## src/rtl/lcd_msg_arbiter.sv

```systemverilog
`default_nettype none
// ============================================================================
// Module      : lcd_msg_arbiter
// Description : Shares one character-LCD driver between two message
//               requesters. Plays the LCD power-on command sequence after
//               reset, then grants requesters round-robin and streams each
//               message as one set-DDRAM-address command plus CHARS data
//               bytes over a valid/ready command port.
// Revision    : 1.0 - initial release
// ============================================================================
module lcd_msg_arbiter #(
    parameter int          CHARS      = 4,
    parameter logic [7:0]  LINE0_ADDR = 8'h80,
    parameter logic [7:0]  LINE1_ADDR = 8'hC0
) (
    input  logic                 clk_i,
    input  logic                 rst_ni,
    input  logic                 req0_i,
    input  logic                 req1_i,
    input  logic [8*CHARS-1:0]   msg0_i,
    input  logic [8*CHARS-1:0]   msg1_i,
    output logic                 ack0_o,
    output logic                 ack1_o,
    output logic                 cmd_valid_o,
    input  logic                 cmd_ready_i,
    output logic                 cmd_rs_o,
    output logic [7:0]           cmd_byte_o,
    output logic                 grant_o,
    output logic                 busy_o,
    output logic                 init_done_o
);

    localparam int c_MSG_W = 8 * CHARS;
    localparam int c_CNT_W = (CHARS > 1) ? $clog2(CHARS) : 1;
    localparam logic [c_CNT_W-1:0] c_LAST_CHAR = c_CNT_W'(CHARS - 1);

    typedef enum logic [2:0] {
        ST_INIT = 3'd0,
        ST_IDLE = 3'd1,
        ST_ADDR = 3'd2,
        ST_CHAR = 3'd3,
        ST_DONE = 3'd4
    } state_t;

    state_t               state_q, state_d;
    logic [1:0]           init_idx_q, init_idx_d;
    logic [c_CNT_W-1:0]   char_cnt_q, char_cnt_d;
    logic [c_MSG_W-1:0]   shift_q, shift_d;
    logic                 grant_q, grant_d;
    logic                 last_q, last_d;
    logic                 init_done_q, init_done_d;
    logic                 cmd_valid_q, cmd_valid_d;
    logic                 cmd_rs_q, cmd_rs_d;
    logic [7:0]           cmd_byte_q, cmd_byte_d;
    logic                 ack0_q, ack0_d;
    logic                 ack1_q, ack1_d;
    logic                 busy_q, busy_d;

    logic                 w_xfer;
    logic                 w_winner;
    logic [c_MSG_W-1:0]   w_msg_sel;
    logic [c_MSG_W-1:0]   w_shift_next;

    // LCD power-on sequence: function set, display on, clear, entry mode
    function automatic logic [7:0] init_cmd(input logic [1:0] idx);
        logic [7:0] b;
        case (idx)
            2'd0:    b = 8'h38;
            2'd1:    b = 8'h0C;
            2'd2:    b = 8'h01;
            default: b = 8'h06;
        endcase
        return b;
    endfunction

    // Tie goes to the requester not served last; a lone request always wins
    assign w_xfer       = cmd_valid_q & cmd_ready_i;
    assign w_winner     = (req0_i & req1_i) ? ~last_q : req1_i;
    assign w_msg_sel    = w_winner ? msg1_i : msg0_i;
    assign w_shift_next = shift_q << 8;

    // State and registered-output update
    always_ff @(posedge clk_i or negedge rst_ni) begin
        if (!rst_ni) begin
            state_q     <= ST_INIT;
            init_idx_q  <= 2'd0;
            char_cnt_q  <= '0;
            shift_q     <= '0;
            grant_q     <= 1'b0;
            last_q      <= 1'b1;
            init_done_q <= 1'b0;
            cmd_valid_q <= 1'b0;
            cmd_rs_q    <= 1'b0;
            cmd_byte_q  <= 8'h00;
            ack0_q      <= 1'b0;
            ack1_q      <= 1'b0;
            busy_q      <= 1'b1;
        end else begin
            state_q     <= state_d;
            init_idx_q  <= init_idx_d;
            char_cnt_q  <= char_cnt_d;
            shift_q     <= shift_d;
            grant_q     <= grant_d;
            last_q      <= last_d;
            init_done_q <= init_done_d;
            cmd_valid_q <= cmd_valid_d;
            cmd_rs_q    <= cmd_rs_d;
            cmd_byte_q  <= cmd_byte_d;
            ack0_q      <= ack0_d;
            ack1_q      <= ack1_d;
            busy_q      <= busy_d;
        end
    end

    // Next-state and next-output logic; command word only moves on a transfer
    always_comb begin
        state_d     = state_q;
        init_idx_d  = init_idx_q;
        char_cnt_d  = char_cnt_q;
        shift_d     = shift_q;
        grant_d     = grant_q;
        last_d      = last_q;
        init_done_d = init_done_q;
        cmd_valid_d = cmd_valid_q;
        cmd_rs_d    = cmd_rs_q;
        cmd_byte_d  = cmd_byte_q;
        ack0_d      = 1'b0;
        ack1_d      = 1'b0;
        busy_d      = busy_q;

        case (state_q)
            ST_INIT: begin
                if (!cmd_valid_q) begin
                    cmd_valid_d = 1'b1;
                    cmd_rs_d    = 1'b0;
                    cmd_byte_d  = init_cmd(init_idx_q);
                end else if (w_xfer) begin
                    if (init_idx_q == 2'd3) begin
                        cmd_valid_d = 1'b0;
                        init_done_d = 1'b1;
                        busy_d      = 1'b0;
                        state_d     = ST_IDLE;
                    end else begin
                        init_idx_d  = init_idx_q + 2'd1;
                        cmd_byte_d  = init_cmd(init_idx_q + 2'd1);
                    end
                end
            end

            ST_IDLE: begin
                cmd_valid_d = 1'b0;
                if (req0_i | req1_i) begin
                    grant_d     = w_winner;
                    shift_d     = w_msg_sel;
                    cmd_valid_d = 1'b1;
                    cmd_rs_d    = 1'b0;
                    cmd_byte_d  = w_winner ? LINE1_ADDR : LINE0_ADDR;
                    busy_d      = 1'b1;
                    state_d     = ST_ADDR;
                end
            end

            ST_ADDR: begin
                if (w_xfer) begin
                    char_cnt_d = '0;
                    cmd_rs_d   = 1'b1;
                    cmd_byte_d = shift_q[c_MSG_W-1 -: 8];
                    state_d    = ST_CHAR;
                end
            end

            ST_CHAR: begin
                if (w_xfer) begin
                    shift_d    = w_shift_next;
                    char_cnt_d = char_cnt_q + c_CNT_W'(1);
                    if (char_cnt_q == c_LAST_CHAR) begin
                        cmd_valid_d = 1'b0;
                        ack0_d      = ~grant_q;
                        ack1_d      = grant_q;
                        state_d     = ST_DONE;
                    end else begin
                        cmd_byte_d  = w_shift_next[c_MSG_W-1 -: 8];
                    end
                end
            end

            ST_DONE: begin
                last_d  = grant_q;
                busy_d  = 1'b0;
                state_d = ST_IDLE;
            end

            default: begin
                state_d = ST_INIT;
            end
        endcase
    end

    assign ack0_o      = ack0_q;
    assign ack1_o      = ack1_q;
    assign cmd_valid_o = cmd_valid_q;
    assign cmd_rs_o    = cmd_rs_q;
    assign cmd_byte_o  = cmd_byte_q;
    assign grant_o     = grant_q;
    assign busy_o      = busy_q;
    assign init_done_o = init_done_q;

endmodule
`default_nettype wire

```

## config.mk

```make
export PLATFORM = sky130hd
export DESIGN_NAME = lcd_msg_arbiter
export DESIGN_NICKNAME = d
export VERILOG_FILES = /design/src/rtl/lcd_msg_arbiter.sv
export SDC_FILE = /design/constraint.sdc
export NUM_CORES = 1
export LEC_CHECK = 0
export ABC_AREA = 1
export CELL_PAD_IN_SITES_DETAIL_PLACEMENT = 1
export CELL_PAD_IN_SITES_GLOBAL_PLACEMENT = 1
export CORE_ASPECT_RATIO = 0.9
export CORE_MARGIN = 3
export CORE_UTILIZATION = 32
export CTS_CLUSTER_DIAMETER = 150
export DETAILED_ROUTE_END_ITERATION = 7
export MAX_ROUTING_LAYER = met4
export PLACE_DENSITY = 0.78
export SETUP_SLACK_MARGIN = 0.1
export SKIP_CTS_REPAIR_TIMING = 1
export SLEW_MARGIN = 5
export SYNTH_ARGS = -nofsm -noshare
export SYNTH_HDL_FRONTEND = slang
export SYNTH_SLANG_ARGS = --single-unit
export TNS_END_PERCENT = 100
```

## constraint.sdc

```tcl
create_clock -name clk_i -period 1.3 [get_ports clk_i]
set_input_delay 0.13 -clock clk_i [delete_from_list [all_inputs] [get_ports clk_i]]
set_output_delay 0.13 -clock clk_i [all_outputs]
set_load 0.03 [all_outputs]
```

After elaboration in Yosys (flattened, before gate mapping)
Index checks and enable logic that the tools add are counted.

word-level totals
  input port bits = 69
  flip-flop bits (word level) = 55
  word-level logic and storage cells = 110

operators by class
  reductions and logical operators = 19
  add/sub/neg operators = 2
  equality and inequality tests = 21
  mux-type cells = 49
  bitwise logic cells = 6

operators with widths
  cell                 count
  $mux 32              3
  $pmux 32 s2          1
  $mux 8               7
  $pmux 6 s3           2
  $pmux 8 s4           1
  $mux 3               7
  $mux 1               20
  $ne 2x2->1 const B   9
  $pmux 3 s5           1
  $reduce_and 7->1     2
  $reduce_and 4->1     3
  $pmux 1 s3           3
  $reduce_and 3->1     3
  $reduce_bool 3->1    3
  $eq 2x2->1 const B   4
  $mux 7               1
  $eq 3x2->1 const B   2
  $ne 3x3->1 const B   2
  $reduce_and 5->1     1
  $add 2x1->2 const B  2
  $eq 2x1->1 const B   2
  $logic_not 2->1      2
  $mux 2               2
  $pmux 2 s2           1
  other kinds (9)      13

Longest topological paths before layout
Gate-level depths: netlist of run 1.

  depth in word-level cells = 7
  gate-level depth with buffers = 10
  mapped depth without buffers = 9

Least setup slack after synthesis of run 1
No wires, ideal clock.

  kind = register -> register
  start = register cmd_valid_q (netlist: cmd_valid_o)
  end = register shift_q[0]
  slack = -180 ps
  data arrival time = 1356 ps
  buffers on the path = 1
  stages on the path, launching flop included = 9
  library setup time = 123 ps
  clock period less this slack = 1480 ps
  cells stage by stage = dfrtp_1 -> nand2_1 -> nand2_1 -> nand2_4 -> inv_2 -> nand2_8 -> buf_6 -> nand2_2 -> o21ai_2

between the ends
  longest elaborated chain between the ends = 3

RTL lines
  item                        line  text
  start, declared             52    logic cmd_valid_q, cmd_valid_d;
  start signal, assigned      106   cmd_valid_q <= cmd_valid_d;
  $and 1x1->1                 77    assign w_xfer = cmd_valid_q & cmd_ready_i;
  $ne 2x2->1 (no line)        n/a
  $reduce_and 3->1 (no line)  n/a
  end signal, assigned        102   shift_q <= shift_d;
  end, declared               48    logic [c_MSG_W-1:0] shift_q, shift_d;

Every way passes these cells.
A chain may end at the register's enable or synchronous reset.

Worst setup path after layout of run 1
  start = register state_q[1]
  end = register shift_q[30]

between the ends
  longest elaborated chain between the ends = 3
  elaborated cells on any way between the ends = 7
  those cells by class = 4 x eq/ne; 1 x mux; 2 x reduce/logical

RTL lines
  item                                                       line  text
  start, declared                                            45    state_t state_q, state_d;
  start signal, assigned                                     99    state_q <= state_d;
  $eq 3x2->1 or $eq 3x1->1 (tied branches)                   131   case (state_q)
  $ne 2x2->1 (no line) or $reduce_bool 2->1 (tied branches)  n/a
  $reduce_and 3->1 (no line)                                 n/a

Parallel ways exist; a longest one is shown, timed or not.

==> qor.yml, run 1 <==
drive_above_1_share: 0.316
finClkSkew_ns: 0.00608
antenna_found_initial: 0
rsz0062_at_grt: "yes"
dp.cells: 702
reg2reg_to: "shift_q[30]$_DFFE_PN0P_"
slew_headroom: 0.781
grt_pass1_vias: 3628
gp_congestion: 0.959
cap_viol_max_count: 0
setup_violations: 47
clock_latency_ns: 0.30
htree_levels: 2
start_kind: "flop"
ir_worst_vdd_uv: 1120
synth_edf_count: 0
cts_tree: "done"
total_power_w: 0.0122
routed-via-count: 3575
whs_ns: 0.330
grt_usage: 0.194
synth_area_leaders: "dfrtp_1, nand2_1, nand3_1"
area_growth_pct: 60.8
synth_top_area_cell: "dfrtp_1"
grt_pass1_wl_um: 17700
synth_top_flop_cell: "dfrtp_1"
io_buffers: 83
die_h_um: 103
violations: "negative setup slack"
hold_viol: 0
cts.sinks: 55
synthArstFlopShare: 1.00
worst_slack_ns: -0.203
power_density_mw_per_mm2: 2290
synth_nets: 535
worstSetupPathType: "reg2reg"
synth.top_cell.area_share: 0.398
crit_fanout: 24
diodes: 0
min_period_ns: 1.50
fin_cells: 718
ios: 84
ant_nets: 0
rows: 34
die_area_mm2: 0.0117
first_iter_violations: 165
r2r_slack_ns: -0.20
layout_worst_path_cycle_share: 1.16
p_leak_nw: 2.75
die_w_um: 114
clk_pin_slew_worst_paths_ns: 0.08
hp-class: "in2async"
start_util: 0.336
r2r-start: "state_q[1]$_DFFE_PN0P_"
detail_route.vias_per_cell: 4.98
numCtsBuffers: 5
crit_required_ns: 1.54
syn-cell-area_mm2: 0.00333
seq_area_frac_synth: 0.414
detailedRoute.firstPassIterationCount: 4
ys_types: 33
drt-wirelength-per-cell_um: 16.8
finalNetCount: 667
drv_slew: 0
avgSynthCellArea_um2: 7.25
hpwl_um: 8190
endpoint_kind: "flop"
grt_max_degree: 56
clk_path_buf_depth: 2
drt-total-wl_um: 12100
cts-root-buf: "clkbuf_16"
tightest_slew_ns: 0.327
synth_cells: 459
rr_worst_depth: 8
grt_overflow: 0
synth-seq-cells: 55
core_area_mm2: 0.00991
critical_path_arrival_ns: 1.74
fmax_mhz: 665
ys.warnings.count: 0
remaining_drc_errors: 0
run_status: "finished with violations"
flip-flops by register name, summed over array words and instances, names as in the netlist:
name	count
init_idx_q	2
char_cnt_q	2
busy_o	1
ack0_o	1
grant_o	1
cmd_valid_o	1
cmd_byte_o	8
state_q	3
cmd_rs_o	1
ack1_o	1
init_done_o	1
shift_q	32
last_q	1
cell type report:
cell class | count | area (um2)
well taps | 126 | 158
multi-input cells | 352 | 2000
repair buffers | 143 | 1520
clock inverters | 3 | 18.8
clock buffers | 5 | 125
fillers | 1202 | 4560
inverters | 34 | 144
flip-flops and latches | 55 | 1390
cell families (layout without fill, tap and decap cells):
logic type,Yosys count,count (layout),share of synthesized area
AND/OR/NAND/NOR,280,282,0.375
AO/OA/AOI/OAI,62,62,0.106
XOR/XNOR,1,1,0.00263
flip-flops,55,55,0.414
buffers and inverters,54,185,0.0767
adder cells (fa/ha/maj),7,7,0.0263
cell usage after synthesis (7+ instances only):
cell / count
inv_1: 29
nand2_2: 9
dfrtp_1: 53
or2_2: 14
o21ai_2: 8
nor2_1: 24
buf_2: 9
o21ai_0: 30
nand3_1: 47
ha_1: 7
nand2_1: 171
a21oi_1: 15
per-stage QoR:
stage | setup TNS, ns | cell area [um2] | setup slack (ns) | util
2_1_floorplan | -0.375 | 3430 | -0.0300 | -
3_3_place_gp | -9.30 | 4810 | -0.236 | 0.485
3_5_place_dp | -10.65 | 4810 | -0.299 | 0.485
4_1_cts | -7.91 | 4950 | -0.262 | 0.500
5_1_grt | -10.28 | 5350 | -0.315 | 0.540
6_report | -6.75 | 5350 | -0.203 | 0.540
power breakdown:
group / switching, W / total [W] / internal [W]
Clock: 0.000673 / 0.00139 / 0.000717
Combinational: 0.00426 / 0.00769 / 0.00343
Sequential: 0.000623 / 0.00316 / 0.00253
Total: 0.00556 / 0.0122 / 0.00668
worst max-delay path, cell delays in order (launching register included):
cell and delay (ns):
dfrtp_2 0.47, buf_4 0.18, nand3_2 0.09, buf_12 0.17, buf_4 0.13, nand2_1 0.06
o21ai_0 0.18, nand2_1 0.09, nand2_2 0.07
how the worst max path moves through the flow:
stage | end | cells after the start | slack [ns] | from
2_1_floorplan | shift_q[3]$_DFFE_PN0P_ | 9 | -0.03 | state_q[0]$_DFFE_PN0P_
3_3_place_gp | cmd_byte_o[6]$_DFFE_PN0P_ | 8 | -0.24 | req1_i
3_5_place_dp | cmd_byte_o[1]$_DFFE_PN0P_ | 7 | -0.30 | cmd_ready_i
4_1_cts | cmd_rs_o$_DFFE_PN0P_ | 6 | -0.26 | state_q[2]$_DFFE_PN0P_
5_1_grt | shift_q[30]$_DFFE_PN0P_ | 8 | -0.31 | state_q[1]$_DFFE_PN0P_
6_report | shift_q[30]$_DFFE_PN0P_ | 8 | -0.20 | state_q[1]$_DFFE_PN0P_
cell usage in the layout (no fill, tap or decap), types with 10 or more instances in the layout:
cell	netlist	final
buf_12	0	16
nand2_2	9	35
or2_2	14	14
buf_4	3	41
o21ai_0	30	23
clkdlybuf4s50_1	0	67
dfrtp_1	53	47
nand2_4	1	11
o21ai_2	8	10
dlymetal6s2s_1	0	12
nor2_1	24	15
inv_1	29	25
a21oi_1	15	12
nand2_1	171	136
nand3_1	47	44
nor2_4	3	10
per-layer routing:
metal / track usage / wire [um] / vias to the layer above
met5: - / 0 / -
met1: 0.248 / 5330 / 1734
li1: - / - / 1728
met2: 0.331 / 5980 / 93
met4: 0.0397 / 189 / 0
met3: 0.0305 / 547 / 20
(Power assumes the default switching activity.)
==> run 2, diff against run 1 <==
--- a/config.mk
+++ b/config.mk
@@ -13,6 +13,7 @@
 export CORE_UTILIZATION = 32
 export CTS_CLUSTER_DIAMETER = 150
 export DETAILED_ROUTE_END_ITERATION = 7
+export HOLD_SLACK_MARGIN = 0.03
 export MAX_ROUTING_LAYER = met4
 export PLACE_DENSITY = 0.78
 export SETUP_SLACK_MARGIN = 0.1
==> results of run 2 <==
Same layout as run 1: the final DEF is identical, and so are final timing and power.
